$ cat config.mk
export PLATFORM = sky130hd
export DESIGN_NAME = light_step_sequencer
export DESIGN_NICKNAME = d
export VERILOG_FILES = /design/src/rtl/light_step_sequencer.sv
export SDC_FILE = /design/constraint.sdc
export NUM_CORES = 1
export LEC_CHECK = 0
export CELL_PAD_IN_SITES_DETAIL_PLACEMENT = 1
export CELL_PAD_IN_SITES_GLOBAL_PLACEMENT = 1
export CORE_MARGIN = 1
export CORE_UTILIZATION = 45
export CTS_CLUSTER_DIAMETER = 120
export CTS_CLUSTER_SIZE = 8
export DETAILED_ROUTE_END_ITERATION = 12
export PLACE_DENSITY_LB_ADDON = 0.25
export REMOVE_ABC_BUFFERS = 1
export SLEW_MARGIN = 25
export SYNTH_ARGS = -nofsm -noshare
export SYNTH_HDL_FRONTEND = slang
export SYNTH_SLANG_ARGS = --single-unit
$ cat constraint.sdc
create_clock -name clk -period 6.3 [get_ports clk]
set_input_delay 1.26 -clock clk [delete_from_list [all_inputs] [get_ports clk]]
set_output_delay 1.26 -clock clk [all_outputs]
set_load 0.05 [all_outputs]
$ cat src/rtl/light_step_sequencer.sv
// light_step_sequencer: divides clk into steps and sweeps sel 0..MAX_STEP with run/hold/stop, one-shot and load.
// Optional macro LIGHT_SEQ_BOUNCE_EN: looping sweeps reverse at the ends instead of wrapping.
module light_step_sequencer #(
    parameter int TICK_DIV = 25000000,
    parameter int MAX_STEP = 59,
    parameter int SEL_W    = 6
) (
    input  logic             clk,
    input  logic             rst_n,
    input  logic             start,
    input  logic             stop,
    input  logic             one_shot,
    input  logic             load,
    input  logic [SEL_W-1:0] load_val,
    output logic [SEL_W-1:0] sel,
    output logic             busy,
    output logic             step_tick,
    output logic             wrap,
    output logic             done
);
    localparam int PW = $clog2(TICK_DIV + 1);
    typedef enum logic [1:0] {IDLE = 2'b00, RUN = 2'b01, HOLD = 2'b10} state_t;
    state_t state, nxt;
    logic [PW-1:0] presc;
    logic ev, at_max, nwrap;
    logic [SEL_W-1:0] ld, nsel;
`ifdef LIGHT_SEQ_BOUNCE_EN
    logic dir, ndir, bnc;
    always_comb begin
        bnc  = !one_shot;
        nsel = !bnc ? (at_max ? '0 : sel + 1'b1)
             : dir  ? (at_max ? SEL_W'(MAX_STEP - 1) : sel + 1'b1)
             :        (sel == '0 ? SEL_W'(1) : sel - 1'b1);
        nwrap = bnc ? (dir ? at_max : sel == '0) : at_max;
        ndir  = bnc ? (dir ? !at_max : sel == '0) : 1'b1;
    end
`else
    always_comb begin
        nsel  = at_max ? '0 : sel + 1'b1;
        nwrap = at_max;
    end
`endif
    // load outranks a coincident step, so a step is only an event when no load is pending
    always_comb begin
        at_max = sel == SEL_W'(MAX_STEP);
        ev     = state == RUN && !stop && !load && presc == PW'(TICK_DIV - 1);
        ld     = load_val > SEL_W'(MAX_STEP) ? SEL_W'(MAX_STEP) : load_val;
        nxt    = state == IDLE ? ((start && !stop) ? RUN : IDLE)
               : state == RUN  ? (stop ? HOLD : (ev && at_max && one_shot) ? IDLE : RUN)
               : state == HOLD ? (stop ? IDLE : start ? RUN : HOLD)
               : IDLE;
    end
    always_ff @(posedge clk or negedge rst_n) begin
        if (!rst_n) begin
            state     <= IDLE;
            sel       <= '0;
            presc     <= '0;
            busy      <= 1'b0;
            step_tick <= 1'b0;
            wrap      <= 1'b0;
            done      <= 1'b0;
`ifdef LIGHT_SEQ_BOUNCE_EN
            dir       <= 1'b1;
`endif
        end else begin
            state     <= nxt;
            busy      <= nxt != IDLE;
            step_tick <= ev;
            wrap      <= ev && nwrap;
            done      <= ev && at_max && one_shot;
            presc     <= (load || ev || nxt == IDLE) ? '0 : (state == RUN && !stop) ? presc + 1'b1 : presc;
            sel       <= load ? ld : ev ? nsel
                       : ((state == HOLD && stop) || state == state_t'(2'b11)) ? '0 : sel;
`ifdef LIGHT_SEQ_BOUNCE_EN
            dir       <= (load || nxt == IDLE) ? 1'b1 : ev ? ndir : dir;
`endif
        end
    end
endmodule

==> flow_summary_export.csv, run 1 <==
group,metric,value,unit
global_routing,initial_antenna_violation_count,0,
synthesis,async_reset_ff_frac,1.00,
synthesis,synth.cell_area,1950,um2
worst_hold_path,min_path_cells,2,
global_routing,grt_start_max_net_pins,38,
drt,totalWireLength,4870,um
synthesis,ys_top_cells_by_count,"37 x sky130_fd_sc_hd__dfrtp_1, 33 x sky130_fd_sc_hd__nor2_1, 18 x sky130_fd_sc_hd__nand3_1",
critical_path,critical_path_arrival,3570,ps
synthesis,synth_top_area_frac,0.476,
global_routing,grt_use_met3,0.0405,
synthesis,synth_enable_flop_cells,0,
sta,slew-limit-headroom,0.415,
sta,finalSetupViolations,0,
drt,via_count_normalized_by_instance_count,5.78,
critical_path,worst-endpoint-required,6430,ps
cts,cts.path.max_buffers,2,
cts,clock_insertion_delay_worst_skew,290,ps
sta,finalCritPeriodShare,0.546,
worst_hold_path,holdPathEnd,"presc[13]$_DFFE_PN0P_",
synthesis,postSynthRegisterBits,37,
critical_path,regToRegStartpoint,"state[1]$_DFF_PN0_",
drt,wl_per_cell,17.9,um
sta,fin_setup_tns,0,ps
power_and_ir_drop,power_leakage,0.971,nW
cts,cts_resized,0,
die,top_level_ports,22,
placed_design,final_gp_congestion,0.802,
synthesis,synth_cell_type_count,40,
synthesis,syn_inst,200,
sta,finalHoldViolations,0,
synthesis,biggest_area_consumer_among_synthesized_cells,"sky130_fd_sc_hd__dfrtp_1",
cts,htree_num_levels,2,
global_routing,grtUsageTotal,0.251,
global_routing,met2_usage,0.429,
synthesis,ys_seq_area_frac,0.476,
placed_design,io_buffers,21,
cells_and_area,instances_no_fill,272,
die,die_y,67.8,um
cells_and_area,area_growth_syn_to_layout,17.7,%
global_routing,grt_use_met1,0.316,
cts,numCtsBuffers,5,
critical_path,r2r_setup_slack,3890,ps
critical_path,rr_worst_depth,5,
synthesis,synth_top_flop_cell,"sky130_fd_sc_hd__dfrtp_1",
global_routing,grt_pass1_vias,1695,
critical_path,reg2reg_to,"presc[19]$_DFFE_PN0P_",
global_routing,global_route_wire_length_before_repair,8360,um
die,fp.dieArea,4590,um2
cells_and_area,net_count_reported_at_finish,235,
die,floorplan.core_area,4090,um2
worst_hold_path,hold_class,"flip-flop to flip-flop",
die,placementRows,23,
die,floorplan.die.width,67.8,um
placed_design,dpl.hpwl,3580,um
drt,detail_route.iter0.violations,93,
drt,antenna_violating_nets_post_route,0,
sta,maxSlewViolCount,0,
drt,remaining_drc_errors,0,
synthesis,synthTopCellsByArea,"sky130_fd_sc_hd__dfrtp_1 48%, sky130_fd_sc_hd__xor2_1 6.8%, sky130_fd_sc_hd__nor2_1 6.4%, sky130_fd_sc_hd__nand3_1 4.6%, sky130_fd_sc_hd__xnor2_1 4.1%",
sta,fmax,291,MHz
synthesis,ys_warn_count,0,
drt,detailedRoute.firstPassIterationCount,4,
die,start_util,0.476,
global_routing,globalRoute.totalOverflow,0,
synthesis,library_cell_with_the_highest_instance_count_after_synthesis,"sky130_fd_sc_hd__dfrtp_1",
power_and_ir_drop,ir_worst_vdd,131,uV
cells_and_area,final.fill_count,482,
critical_path,cp-start-kind,"input pin",
critical_path,critical_path.max_fanout,25,
sta,hold_slack,572,ps
cts,cts.root.buffer_cell,"sky130_fd_sc_hd__clkbuf_8",
power_and_ir_drop,power.density_cell_area,231,nW/um2
cts,postCtsSetupBuffers,0,
sta,final.min_clock_period,3440,ps
cells_and_area,post_route_cells_drive_above_1_share,0.0856,
drt,routed-via-count,1573,
cts,worst_setup_hold_path_clk_slew,70,ps
cts,tritoncts,"done",
cells_and_area,diodes,0,
synthesis,avgSynthCellArea,9.73,um2
sta,tightestPinTransition,878,ps
global_routing,grt-busiest-layer,"met2",
critical_path,timing.critical_path.to_type,"flip-flop",
sta,rsz0062_at_grt,"no",
sta,skew,5.95,ps
worst_hold_path,hold_start,"presc[13]$_DFFE_PN0P_",
cts,cts_sinks,37,
cts,hold_buffers,0,
placed_design,numPlacedInstances,264,
job,max-cap-violations,0,
critical_path,setup.worst_path.class,"input pin to flip-flop",
status,status,"complete, no violations",
==> sequential cells by signal (all words and copies together) (netlist names) <==
signal,cells
step_tick,1
done,1
sel,6
busy,1
state,2
wrap,1
presc,25
==> worst max path at each step <==
stage / from / to / slack, ps / cells past startpoint
2_1_floorplan: load / sel[2]$_DFFE_PN0P_ / 3490 / 5
3_3_place_gp: load / sel[2]$_DFFE_PN0P_ / 2660 / 6
3_5_place_dp: stop / presc[16]$_DFFE_PN0P_ / 2570 / 6
4_1_cts: stop / presc[15]$_DFFE_PN0P_ / 2860 / 6
5_1_grt: load / presc[16]$_DFFE_PN0P_ / 2630 / 6
6_report: stop / presc[19]$_DFFE_PN0P_ / 2860 / 6
==> final cells by class <==
cell class | instances | area, um2 | share of cell area
Sequential cell | 37 | 926 | 0.404
Inverter | 1 | 3.75 | 0.00164
Clock buffer | 7 | 96.3 | 0.0421
Timing Repair Buffer | 22 | 218 | 0.0951
Multi-Input combinational cell | 154 | 978 | 0.427
Tap cell | 50 | 62.6 | 0.0273
Clock inverter | 1 | 5.00 | 0.00219
==> metrics by stage <==
stage,power [mW],worst slack [ps],instance area [um2],utilization
2_1_floorplan,0.313,3490,1910,-
3_3_place_gp,0.349,2660,2190,0.536
3_5_place_dp,0.352,2570,2190,0.536
4_1_cts,0.532,2860,2290,0.560
5_1_grt,0.551,2630,2290,0.560
6_report,0.528,2860,2290,0.560
==> critical path: stages <==
cell	delay (ps)
sky130_fd_sc_hd__clkdlybuf4s50_1	490
sky130_fd_sc_hd__nor3b_2	370
sky130_fd_sc_hd__nand3_1	230
sky130_fd_sc_hd__nor3_2	330
sky130_fd_sc_hd__or3_1	750
sky130_fd_sc_hd__nor2_1	140
==> cell families after synthesis <==
family | Yosys count | synth area share
flops | 37 | 0.476
xor+xnor | 24 | 0.108
simple gates | 113 | 0.334
buf+inv | 9 | 0.0212
fa+ha+maj | 2 | 0.0129
compound gates | 15 | 0.0476
==> placed cells by master (no fill, tap or decap), types with 6 or more instances in the layout <==
master	n
sky130_fd_sc_hd__nand2_1	12
sky130_fd_sc_hd__nand4_1	8
sky130_fd_sc_hd__dfrtp_1	37
sky130_fd_sc_hd__nand3_1	18
sky130_fd_sc_hd__clkdlybuf4s50_1	21
sky130_fd_sc_hd__o21ai_0	6
sky130_fd_sc_hd__and3_1	9
sky130_fd_sc_hd__xnor2_1	9
sky130_fd_sc_hd__xor2_1	15
sky130_fd_sc_hd__nor2_1	33
sky130_fd_sc_hd__clkbuf_8	7
==> metal layers <==
layer | share of wire | vias to the layer above
li1 | - | 747
met1 | 0.45 | 794
met2 | 0.51 | 23
met3 | 0.026 | 9
met4 | 0.014 | 0
met5 | 0 | -
==> where the power goes <==
| part | switching (mW) | internal (mW) |
|---|---|---|
| Sequential | 0.0108 | 0.247 |
| Combinational | 0.0581 | 0.0316 |
| Clock | 0.0817 | 0.0989 |
| Total | 0.151 | 0.377 |
No activity file was read; power rests on OpenSTA's default activity.
==> inputs of run 2 (changes only) <==
CORE_UTILIZATION = 43   (was 45)
clock period = 3.2 ns   (was 6.3 ns; I/O delays follow)
==> flow_summary_export.csv, run 2 (synthesis gave the netlist of run 1 again) <==
group,metric,value,unit
sta,finalSetupViolations,0,
sta,fin_setup_tns,0,ps
global_routing,grtUsageTotal,0.221,
critical_path,crit_path_start,"load",
sta,final.min_clock_period,2550,ps
sta,maxSlewViolCount,0,
power_and_ir_drop,power.total,1.04,mW
sta,finalCritPeriodShare,0.797,
cts,numCtsBuffers,5,
cells_and_area,reg_top3,"presc: 25 flops, sel: 6 flops, state: 2 flops",
global_routing,initial_antenna_violation_count,0,
placed_design,numPlacedInstances,270,
global_routing,grt_start_max_net_pins,38,
global_routing,global_route_wire_length_before_repair,8460,um
cells_and_area,fraction_of_the_core_area_covered_by_cells_at_the_end_of_the_flow,0.532,
critical_path,cp-start-kind,"input pin",
sta,fmax,392,MHz
die,die_y,69.3,um
cts,postCtsSetupBuffers,0,
cells_and_area,net_count_reported_at_finish,239,
drt,via_count_normalized_by_instance_count,5.70,
cells_and_area,post_route_cells_drive_above_1_share,0.102,
sta,smallest_setup_slack_after_layout,650,ps
worst_hold_path,hold_class,"flip-flop to flip-flop",
power_and_ir_drop,power.density_cell_area,448,nW/um2
placed_design,pre_cts_slack,356,ps
placed_design,io_buffers,21,
critical_path,setup.worst_path.class,"input pin to flip-flop",
cts,cts_sinks,37,
drt,wl_per_cell,17.4,um
drt,wl_met1,2210,um
drt,totalWireLength,4850,um
cts,hold_buffers,0,
drt,met2WireLength,2480,um
die,start_util,0.447,
critical_path,critical_path_arrival,2720,ps
critical_path,regToRegStartpoint,"presc[8]$_DFFE_PN0P_",
sta,finalHoldViolations,0,
cells_and_area,area_growth_syn_to_layout,19.1,%
cells_and_area,final.fill_count,498,
global_routing,globalRoute.totalOverflow,0,
job,max-cap-violations,0,
drt,antenna_violating_nets_post_route,0,
cells_and_area,max_ffs_per_register,25,
drt,remaining_drc_errors,0,
die,placementRows,24,
worst_hold_path,hold_start,"presc[1]$_DFFE_PN0P_",
cts,clock_insertion_delay_worst_skew,290,ps
power_and_ir_drop,power_leakage,0.988,nW
cells_and_area,layout.cells.most_common,"sky130_fd_sc_hd__dfrtp_1",
sta,slew-limit-headroom,0.561,
cts,worst_setup_hold_path_clk_slew,80,ps
cts,tritoncts,"done",
sta,rsz0062_at_grt,"no",
cts,htree_num_levels,2,
cts,cts_resized,0,
cts,cts.path.max_buffers,2,
status,status,"complete, no violations",
drt,wl_met3,132,um
sta,skew,10.8,ps
global_routing,grt_pass1_vias,1728,
placed_design,final_gp_congestion,0.843,
drt,top_layer_used,"met4",
placed_design,dpl.hpwl,3480,um
cts,cts.root.buffer_cell,"sky130_fd_sc_hd__clkbuf_8",
power_and_ir_drop,ir_worst_vdd,212,uV
cells_and_area,instances_no_fill,278,
critical_path,worst-endpoint-required,3370,ps
placed_design,placedInstanceArea,2220,um2
critical_path,critical_path.max_fanout,8,
drt,detail_route.iter0.violations,94,
cells_and_area,diodes,0,
cells_and_area,layout.cell_area.non_filler,2320,um2
drt,detailedRoute.firstPassIterationCount,4,
cells_and_area,mostFrequentLayoutCells,"37 x sky130_fd_sc_hd__dfrtp_1, 33 x sky130_fd_sc_hd__nor2_1, 21 x sky130_fd_sc_hd__clkdlybuf4s50_1",
cells_and_area,largest_register,"presc",
sta,tightestPinTransition,653,ps
die,floorplan.core_area,4350,um2
critical_path,timing.critical_path.to_type,"flip-flop",
die,fp.dieArea,4800,um2
drt,routed-via-count,1584,
die,floorplan.die.width,69.3,um
sta,hold_slack,544,ps
die,top_level_ports,22,
## run 2: worst max-delay path, stage by stage
cell and delay [ps]:
sky130_fd_sc_hd__clkdlybuf4s50_1 460, sky130_fd_sc_hd__nor4_2 200, sky130_fd_sc_hd__nand4_2 190, sky130_fd_sc_hd__or4_1 720, sky130_fd_sc_hd__a21o_1 220, sky130_fd_sc_hd__a221o_1 290
## run 2: final cells by class
type	count	area (um2)	area share
multi-input cells	154	978	0.422
flip-flops and latches	37	926	0.400
repair buffers	26	248	0.107
clock buffers	6	82.6	0.0356
well taps	52	65.1	0.0281
clock inverters	2	13.8	0.00594
inverters	1	3.75	0.00162
## run 2: power by group
part / switching [mW] / total, mW / internal, mW
clock: 0.173 / 0.348 / 0.175
combinational: 0.115 / 0.184 / 0.0681
sequential: 0.0215 / 0.508 / 0.486
total: 0.310 / 1.04 / 0.729
## run 2: metal layers
metal	GRT usage	vias to the layer above
met5	0	-
li1	-	751
met1	0.283	802
met3	0.0523	4
met2	0.380	27
met4	0.0431	0
## run 2: path summary, 6_finish.rpt
path	to	slack, ps	depth (start not counted)
max	sel[2]$_DFFE_PN0P_	650	6
min	presc[1]$_DFFE_PN0P_	540	2
max reg2reg	sel[2]$_DFFE_PN0P_	910	5
min reg2reg	presc[1]$_DFFE_PN0P_	540	2
max in group asynchronous	presc[13]$_DFFE_PN0P_	2070	2
min in group asynchronous	sel[3]$_DFFE_PN0P_	780	2
==> inputs of run 3 (changes only) <==
clock period = 2.35 ns   (was 3.2 ns; I/O delays follow)
==> flow_summary_export.csv, run 3 (synthesis gave the netlist of run 1 again) <==
group,metric,value,unit
status,status,"complete, no violations",
die,floorplan.core_area,4350,um2
cells_and_area,net_count_reported_at_finish,248,
critical_path,critical_path.max_fanout,7,
placed_design,final_gp_congestion,0.850,
die,floorplan.die.width,69.3,um
cells_and_area,area_growth_syn_to_layout,24.2,%
cts,htree_num_levels,2,
critical_path,timing.critical_path.to_type,"flip-flop",
sta,slew-limit-headroom,0.658,
cts,postCtsSetupBuffers,0,
cts,tritoncts,"done",
placed_design,placedInstanceArea,2300,um2
die,fp.dieArea,4800,um2
power_and_ir_drop,int_pwr,1.11,mW
power_and_ir_drop,share_clk_of_total_power,0.378,
drt,via_count_normalized_by_instance_count,5.72,
cells_and_area,largest_register,"presc",
power_and_ir_drop,sw_frac_of_total,0.276,
power_and_ir_drop,power_leakage,1.04,nW
sta,finalCritPeriodShare,0.920,
critical_path,critical_path.endpoint,"sel[5]$_DFFE_PN0P_",
sta,fmax,463,MHz
critical_path,setup.worst_path.class,"input pin to flip-flop",
critical_path,regToRegStartpoint,"presc[7]$_DFFE_PN0P_",
power_and_ir_drop,netSwitchingPower,0.423,mW
critical_path,cp-start-kind,"input pin",
cts,cts.path.max_buffers,2,
cts,cts_sinks,37,
die,placementRows,24,
sta,finalHoldViolations,0,
critical_path,critical_path_arrival,2330,ps
power_and_ir_drop,power.total,1.53,mW
drt,detailedRoute.firstPassIterationCount,4,
drt,remaining_drc_errors,0,
cts,hold_buffers,0,
sta,tightestPinTransition,509,ps
cells_and_area,reg_top3,"presc: 25 flops, sel: 6 flops, state: 2 flops",
cells_and_area,mostFrequentLayoutCells,"37 x sky130_fd_sc_hd__dfrtp_1, 33 x sky130_fd_sc_hd__nor2_1, 21 x sky130_fd_sc_hd__clkdlybuf4s50_1",
drt,antenna_violating_nets_post_route,0,
die,start_util,0.447,
critical_path,rr_worst_depth,6,
drt,totalWireLength,5030,um
global_routing,global_route_wire_length_before_repair,9000,um
drt,detail_route.iter0.violations,67,
cells_and_area,post_route_cells_drive_above_1_share,0.132,
cells_and_area,fraction_of_the_core_area_covered_by_cells_at_the_end_of_the_flow,0.555,
cells_and_area,layout.cells.most_common,"sky130_fd_sc_hd__dfrtp_1",
global_routing,grt_pass1_vias,1763,
sta,finalSetupViolations,0,
cts,worst_setup_hold_path_clk_slew,80,ps
die,top_level_ports,22,
global_routing,globalRoute.totalOverflow,0,
power_and_ir_drop,power.combinational.fraction,0.170,
worst_hold_path,hold_class,"flip-flop to flip-flop",
sta,rsz0062_at_grt,"no",
cts,numCtsBuffers,5,
cells_and_area,layout.cell_area.non_filler,2420,um2
sta,final.min_clock_period,2160,ps
critical_path,r2r_setup_slack,250,ps
global_routing,grt_start_max_net_pins,38,
cells_and_area,instances_no_fill,287,
cts,cts_resized,0,
sta,skew,8.83,ps
job,max-cap-violations,0,
global_routing,grtUsageTotal,0.233,
power_and_ir_drop,power.density_cell_area,634,nW/um2
placed_design,dpl.hpwl,3620,um
cts,cts.root.buffer_cell,"sky130_fd_sc_hd__clkbuf_8",
critical_path,crit_path_start,"load",
critical_path,reg2reg_to,"sel[5]$_DFFE_PN0P_",
cts,clock_insertion_delay_worst_skew,290,ps
global_routing,initial_antenna_violation_count,0,
sta,maxSlewViolCount,0,
critical_path,worst-endpoint-required,2520,ps
drt,wl_per_cell,17.5,um
cells_and_area,max_ffs_per_register,25,
placed_design,io_buffers,21,
power_and_ir_drop,ir_worst_vdd,363,uV
drt,routed-via-count,1643,
sta,fin_setup_tns,0,ps
power_and_ir_drop,pwr-share-seq,0.452,
placed_design,numPlacedInstances,279,
cells_and_area,diodes,0,
die,die_y,69.3,um
-- run 3: final cells by class --
class                           count  area [um2]
Clock buffer                        7        86.3
Clock inverter                      1        30.0
Inverter                            1        3.75
Fill cell                         501        1940
Timing Repair Buffer               35         328
Multi-Input combinational cell    154         978
Tap cell                           52        65.1
Sequential cell                    37         926
-- run 3: routing by layer --
layer,global-route usage,part of all wire
met4,0.0499,0.0086
met5,0,0
met3,0.0407,0.025
met1,0.305,0.46
met2,0.402,0.50
-- run 3: how the worst min path moves through the flow --
stage	from	slack [ps]	cells after the start	end
3_3_place_gp	presc[13]$_DFFE_PN0P_	520	2	presc[13]$_DFFE_PN0P_
3_5_place_dp	presc[20]$_DFFE_PN0P_	540	2	presc[20]$_DFFE_PN0P_
6_report	presc[20]$_DFFE_PN0P_	560	2	presc[20]$_DFFE_PN0P_
4_1_cts	presc[20]$_DFFE_PN0P_	560	2	presc[20]$_DFFE_PN0P_
5_1_grt	presc[24]$_DFFE_PN0P_	590	2	presc[24]$_DFFE_PN0P_
2_1_floorplan	rst_n	170	0	busy$_DFF_PN0_
-- run 3: stage by stage --
step | hold slack (ps) | worst slack, ps
detailed placement | 541 | -123
global placement | 517 | -3.99
floorplan | 174 | 280
global route | 593 | 61.4
finish | 557 | 189
CTS | 558 | 161
-- run 3: power groups by stage --
stage                     clock [mW]  sequential, mW  combinational, mW
after detailed placement           0           0.704              0.263
after global placement             0           0.700              0.253
after CTS                      0.589           0.692              0.265
final                          0.579           0.692              0.261
after global routing           0.607           0.697              0.279
after floorplan                    0           0.757             0.0823
-- run 3: worst max-delay path, stage by stage --
cell	delay (ps)
sky130_fd_sc_hd__clkdlybuf4s50_1	450
sky130_fd_sc_hd__nor4_2	180
sky130_fd_sc_hd__nand4_2	140
sky130_fd_sc_hd__or4_1	590
sky130_fd_sc_hd__buf_4	190
sky130_fd_sc_hd__nor3_1	200
sky130_fd_sc_hd__o21ai_0	110
